**config.mk**
```make
export PLATFORM = sky130hd
export DESIGN_NAME = instr_sequencer
export DESIGN_NICKNAME = d
export VERILOG_FILES = /design/src/rtl/seq_pkg.sv /design/src/rtl/seq_timeout_ctr.sv /design/src/rtl/instr_sequencer.sv
export SDC_FILE = /design/constraint.sdc
export NUM_CORES = 1
export LEC_CHECK = 0
export ABC_AREA = 1
export CORE_MARGIN = 1.5
export CORE_UTILIZATION = 40
export DETAILED_ROUTE_END_ITERATION = 16
export HOLD_SLACK_MARGIN = 0.15
export PLACE_DENSITY = 0.7
export SLEW_MARGIN = 5
export SYNTH_ARGS = -nofsm -noshare
export SYNTH_HDL_FRONTEND = slang
export SYNTH_SLANG_ARGS = --single-unit
export TNS_END_PERCENT = 1
```
**constraint.sdc**
```tcl
create_clock -name clk -period 3.7 [get_ports clk]
set_clock_uncertainty 0.15 [all_clocks]
set_input_delay 0.555 -clock clk [delete_from_list [all_inputs] [get_ports clk]]
set_output_delay 0.555 -clock clk [all_outputs]
set_load 0.02 [all_outputs]
```
**src/rtl/seq_pkg.sv**
```systemverilog
// Shared types and constants for the instruction sequencer.
//   - seq_state_e : sequencer FSM state encoding (3 bits, 6 states)
//   - INSTR_W     : fetched instruction width
//   - OPC_* / INSTR_* : bit positions of the opcode and the core-instruction field
//   - HALT_OPCODE_DEF : default opcode consumed as HALT
package seq_pkg;

    localparam int unsigned INSTR_W   = 16;
    localparam int unsigned OPC_W     = 4;
    localparam int unsigned OPC_LSB   = 0;
    localparam int unsigned OPC_MSB   = 3;
    localparam int unsigned INSTR_LSB = 4;
    localparam int unsigned INSTR_MSB = 15;

    localparam logic [OPC_W-1:0] HALT_OPCODE_DEF = 4'b1111;

    typedef enum logic [2:0] {
        S_IDLE    = 3'd0,
        S_FETCH   = 3'd1,
        S_ISSUE   = 3'd2,
        S_WAIT    = 3'd3,
        S_ADVANCE = 3'd4,
        S_HALTED  = 3'd5
    } seq_state_e;

    // Opcode field of an instruction word.
    function automatic logic [OPC_W-1:0] opcode_of(input logic [INSTR_W-1:0] instr);
        return instr[OPC_MSB:OPC_LSB];
    endfunction

    // Field handed to the core as its instr operand.
    function automatic logic [INSTR_MSB-INSTR_LSB:0] core_field_of(input logic [INSTR_W-1:0] instr);
        return instr[INSTR_MSB:INSTR_LSB];
    endfunction

endpackage

```
**src/rtl/seq_timeout_ctr.sv**
```systemverilog
// Fetch watchdog: counts consecutive enabled cycles and flags the last allowed one.
//   clk, rstn : clock, async active-low reset
//   clear     : synchronous clear of the count
//   enable    : count this cycle
//   expire    : high during the TIMEOUT-th consecutive enabled cycle (never when TIMEOUT==0)
module seq_timeout_ctr #(
    parameter int unsigned TIMEOUT = 64
) (
    input  logic clk,
    input  logic rstn,
    input  logic clear,
    input  logic enable,
    output logic expire
);

    generate
        if (TIMEOUT == 0) begin : g_off
            logic unused_ok;
            assign unused_ok = ^{clk, rstn, clear, enable};
            assign expire    = 1'b0;
        end else begin : g_on
            localparam int unsigned CW = (TIMEOUT > 1) ? $clog2(TIMEOUT) : 1;
            logic [CW-1:0] cnt;

            // Count enabled cycles; first enabled cycle sees cnt==0.
            always_ff @(posedge clk or negedge rstn) begin
                if (!rstn) begin
                    cnt <= '0;
                end else if (clear) begin
                    cnt <= '0;
                end else if (enable && !expire) begin
                    cnt <= cnt + CW'(1);
                end
            end

            assign expire = enable && (cnt == CW'(TIMEOUT - 1));
        end
    endgenerate

endmodule

```
**src/rtl/instr_sequencer.sv**
```systemverilog
// Fetch/issue controller for the bit-serial core.
// Fetches 16-bit instructions over a req/ack handshake, latches them into
// instr_q, pulses start and waits for exec_done, then advances the PC.
//   run/step/halt_clr/pc_load(+pc_load_val) : control inputs
//   imem_req/imem_addr/imem_ack/imem_rdata  : instruction memory handshake
//   instr_q/start/exec_done                 : core interface
//   pc/retired/busy/halted/fault            : status
// Optional build macro SEQ_BREAKPOINT_EN adds bp_valid, bp_addr, bp_hit:
// a PC breakpoint checked only when advancing straight into the next fetch.
module instr_sequencer
    import seq_pkg::*;
#(
    parameter int unsigned      PC_W          = 8,
    parameter int unsigned      CNT_W         = 16,
    parameter int unsigned      FETCH_TIMEOUT = 64,
    parameter logic [OPC_W-1:0] HALT_OPCODE   = HALT_OPCODE_DEF
) (
    input  logic               clk,
    input  logic               rstn,
    input  logic               run,
    input  logic               step,
    input  logic               halt_clr,
    input  logic               pc_load,
    input  logic [PC_W-1:0]    pc_load_val,
    output logic               imem_req,
    output logic [PC_W-1:0]    imem_addr,
    input  logic               imem_ack,
    input  logic [INSTR_W-1:0] imem_rdata,
    output logic [INSTR_W-1:0] instr_q,
    output logic               start,
    input  logic               exec_done,
    output logic [PC_W-1:0]    pc,
    output logic [CNT_W-1:0]   retired,
    output logic               busy,
    output logic               halted,
`ifdef SEQ_BREAKPOINT_EN
    input  logic               bp_valid,
    input  logic [PC_W-1:0]    bp_addr,
    output logic               bp_hit,
`endif
    output logic               fault
);

    seq_state_e         state;
    seq_state_e         state_d;
    logic [PC_W-1:0]    pc_d;
    logic [INSTR_W-1:0] instr_d;
    logic [CNT_W-1:0]   retired_d;
    logic               sstep;
    logic               sstep_d;
    logic               fault_d;
    logic               expire;
    logic               bp_match;
`ifdef SEQ_BREAKPOINT_EN
    logic               bp_hit_d;

    // pc already holds the incremented value while in ADVANCE.
    assign bp_match = bp_valid && (pc == bp_addr);
`else
    assign bp_match = 1'b0;
`endif

    assign imem_addr = pc;

    seq_timeout_ctr #(
        .TIMEOUT (FETCH_TIMEOUT)
    ) u_timeout (
        .clk    (clk),
        .rstn   (rstn),
        .clear  (state != S_FETCH),
        .enable (state == S_FETCH),
        .expire (expire)
    );

    // State register.
    always_ff @(posedge clk or negedge rstn) begin
        if (!rstn) begin
            state <= S_IDLE;
        end else begin
            state <= state_d;
        end
    end

    // Next-state and datapath next values.
    always_comb begin
        state_d   = state;
        pc_d      = pc;
        instr_d   = instr_q;
        retired_d = retired;
        sstep_d   = sstep;
        fault_d   = fault;
`ifdef SEQ_BREAKPOINT_EN
        bp_hit_d  = bp_hit;
`endif
        case (state)
            S_IDLE: begin
                if (pc_load) begin
                    pc_d = pc_load_val;
                end else if (run) begin
                    state_d = S_FETCH;
                    sstep_d = 1'b0;
                end else if (step) begin
                    state_d = S_FETCH;
                    sstep_d = 1'b1;
                end
            end
            S_FETCH: begin
                // An ack in the last allowed cycle beats the timeout.
                if (imem_ack) begin
                    instr_d = imem_rdata;
                    state_d = (opcode_of(imem_rdata) == HALT_OPCODE) ? S_HALTED : S_ISSUE;
                end else if (expire) begin
                    state_d = S_HALTED;
                    fault_d = 1'b1;
                end
            end
            S_ISSUE: begin
                state_d = S_WAIT;
            end
            S_WAIT: begin
                // Retire on entry to ADVANCE so the new pc is visible there.
                if (exec_done) begin
                    state_d   = S_ADVANCE;
                    pc_d      = pc + PC_W'(1);
                    retired_d = retired + CNT_W'(1);
                end
            end
            S_ADVANCE: begin
                if (run && !sstep) begin
                    if (bp_match) begin
                        state_d  = S_HALTED;
`ifdef SEQ_BREAKPOINT_EN
                        bp_hit_d = 1'b1;
`endif
                    end else begin
                        state_d = S_FETCH;
                    end
                end else begin
                    state_d = S_IDLE;
                end
            end
            S_HALTED: begin
                if (halt_clr) begin
                    state_d  = S_IDLE;
                    fault_d  = 1'b0;
`ifdef SEQ_BREAKPOINT_EN
                    bp_hit_d = 1'b0;
`endif
                end
                if (pc_load) begin
                    pc_d = pc_load_val;
                end
            end
            default: begin
                state_d = S_IDLE;
            end
        endcase
    end

    // Datapath registers and Moore outputs decoded from the next state.
    always_ff @(posedge clk or negedge rstn) begin
        if (!rstn) begin
            pc       <= '0;
            instr_q  <= '0;
            retired  <= '0;
            sstep    <= 1'b0;
            fault    <= 1'b0;
            imem_req <= 1'b0;
            start    <= 1'b0;
            busy     <= 1'b0;
            halted   <= 1'b0;
`ifdef SEQ_BREAKPOINT_EN
            bp_hit   <= 1'b0;
`endif
        end else begin
            pc       <= pc_d;
            instr_q  <= instr_d;
            retired  <= retired_d;
            sstep    <= sstep_d;
            fault    <= fault_d;
            imem_req <= (state_d == S_FETCH);
            start    <= (state_d == S_ISSUE);
            busy     <= (state_d != S_IDLE) && (state_d != S_HALTED);
            halted   <= (state_d == S_HALTED);
`ifdef SEQ_BREAKPOINT_EN
            bp_hit   <= bp_hit_d;
`endif
        end
    end

endmodule

```
==> run summary <==
Top FF cell, synth -> dfrtp_1
Fin crit period -> 2.135 ns
Routed wl met2 -> 2726 microns
Antenna viol nets, final -> 0
Status -> finished, final reports clean
Die width -> 85.98 microns
Hold Path Class -> in -> async
# setup viols final -> 0
Cell family with most CP delay -> buffers and inverters
Core area -> 6719 sq um
Fmax achieved -> 468.3 MHz
Unique masters post-synth -> 26
Layout cells sized above 1 -> 0.09278
Max Buffers Root-to-Sink -> 2
Top routing layer in use -> met4
GRT Util Overall -> 0.1635
Share of synthesized flip-flops with an asynchronous set or reset -> 1.000
Crit-path cells -> clkdlybuf4s50_1
Largest net degree at the start of global routing -> 35
Die area -> 7392 sq um
Cells after Synth -> 307
H-tree Lvls -> 2
Iteration count of the initial detailed-routing pass -> 4
Avg Inst Size Synth -> 8.970 sq um
Postcts setup bufs -> 0
Max-cap violations -> 0
CP max stage delay -> 0.65 ns
Vias per cell -> 4.705
Starting DRT DRC Count -> 69
Clock sinks -> 55
Die height -> 85.98 microns
DP Area -> 3592 sq um
Inserted Diodes -> 0
Vias in the first global route -> 2137
Post_cts resized -> 0
Tcrit/Tclk final -> 0.5771
Max VDD drop -> 0.0002810 V
GP Congestion -> 0.9219
Worst Tran Pin Value -> 0.7603 ns
Row count -> 30
CP max FO -> 5
Leakage -> 1.741 nW
Met1 Wirelength -> 2632 microns
Flop-to-flop setup slack -> 1.81 ns
Worst-path cell with the longest stage delay -> clkdlybuf4s50_1
CP startpoint kind -> flip-flop
CP Launch Point -> retired[3]
Unrepaired setup endpoints after global routing -> no
Post-synth EDFFs -> 0
CTS root buf -> clkbuf_8
Reg2reg start -> state[2]
Reg2reg path depth -> 7
Worst setup path class -> reg -> out
Crit. End Element -> output port
CP arrival -> 1.43 ns
Synth top area cells -> dfrtp_1, nand2_1, mux2_2
Total gr overflow -> 0
Synth top area share -> 0.4998
Setup tns final -> 0 ns
Syn Nets -> 342
Synth warn -> 0
Post-Syn Area -> 2754 sq um
Routed wire length -> 5696 microns
Fin cells -> 468
Num CTS Buffers -> 5
Slew Viols, Final -> 0
IO Pins -> 85
Initial antenna violation count -> 0
Initial Utilization -> 0.4099
Crit path to -> retired[3]
# DRC -> 0
PortBufs -> 84
Met3 WL -> 253 microns
Dpl hpwl -> 4216 microns
Via Count -> 2202
Cell taking the most area after synthesis -> dfrtp_1
Hold buffer count at CTS -> 0
WP buf/inv -> 1
DP Cell Count -> 460
Rel. slew slack -> 0.4931
# nets final -> 422
Worst-path clk slew -> 0.10 ns
CTS tree -> done
Area Growth Syn to Fin -> 34.08%
Final Hold Vio Count -> 0
Stages on the worst setup path -> 1
Most frequent cell after synthesis -> nand2_1
Synth Register Bits -> 55
Final instance area -> 3692 sq um
Sequential share of the synthesized area -> 0.4998
Power Dens Cells -> 748.5 nW/um^2
WL per Instance -> 12.17 microns
R2r endpoint -> imem_addr[2]
Most frequent cells after synthesis -> nand2_1, dfrtp_1, nor2_1
Critical path required time -> 2.99 ns
Clk Latency, worst-skew pair -> 0.31 ns
Global-route wire length before repair -> 9687 microns
## placed cells by master, fill, tap and decap left out, types with 2 or more instances in the layout
cell type        synthesis  final
nor2_1                  36     36
xnor2_1                  6      6
nand2_1                 84     84
inv_1                   30     30
nand3_1                 15     15
o21ai_2                  2      2
o21ai_0                 14     14
a21oi_1                  4      4
nand2_4                  2      2
nor2_2                   2      2
dfrtp_1                 55     55
nand4_1                  2      2
clkdlybuf4s50_1          0     83
clkbuf_8                 0      7
ha_1                     3      3
xor2_1                  14     14
nor2_4                   2      2
mux2_2                  16     16
## through the flow
stage	setup slack [ns]	util	power (mW)	hold WS [ns]
3_3_place_gp	1.377	0.5346	2.397	0.3175
3_5_place_dp	1.331	0.5346	2.423	0.3412
4_1_cts	1.547	0.5495	2.797	0.1898
5_1_grt	1.500	0.5495	2.975	0.2229
6_report	1.565	0.5495	2.764	0.1589
2_1_floorplan	2.154	-	1.928	0.1094
## state kept, by name, summed over array words and instances, names as in the netlist
signal and count:
start 1, state 3, sstep 1, instr_q 16
imem_req 1, fault 1, busy 1, halted 1
imem_addr 8, retired 16, u_timeout.g_on.cnt 6
## cells by family after synthesis
logic type / after synthesis / share of synthesized area
AND/OR/NAND/NOR: 147 / 0.2308
XOR/XNOR: 20 / 0.06361
multiplexers: 16 / 0.06542
AO/OA/AOI/OAI: 23 / 0.04635
adder cells (fa/ha/maj): 3 / 0.01363
flip-flops: 55 / 0.4998
buffers and inverters: 43 / 0.08042
## report_power, final
| group | leakage (nW) | internal, mW | switching [mW] |
|---|---|---|---|
| Clock | 0.0515 | 0.171 | 0.190 |
| Sequential | 0.696 | 0.804 | 0.171 |
| Combinational | 0.993 | 0.652 | 0.776 |
| Total | 1.74 | 1.63 | 1.14 |
## area by class of cell
class,instances,area (sq um)
flip-flops and latches,55,1376
clock buffers,8,100.1
inverters,31,116.4
repair buffers,85,843.3
multi-input cells,209,1156
fillers,609,3027
well taps,80,100.1
## how the worst min path moves through the flow
stage          startpoint                     to  cells past startpoint
6_report             rstn  u_timeout.g_on.cnt[0]                      1
2_1_floorplan        rstn                   busy                      0
5_1_grt              rstn             instr_q[4]                      1
3_3_place_gp        sstep                  sstep                      2
4_1_cts              rstn             instr_q[4]                      1
3_5_place_dp        sstep                  sstep                      2
## per-layer routing
layer,GRT usage,vias to the layer above
met5,0,-
met4,0.04399,0
met3,0.03369,7
met2,0.2835,56
met1,0.2080,1025
li1,-,1114
No activity file was read; power rests on OpenSTA's default activity.
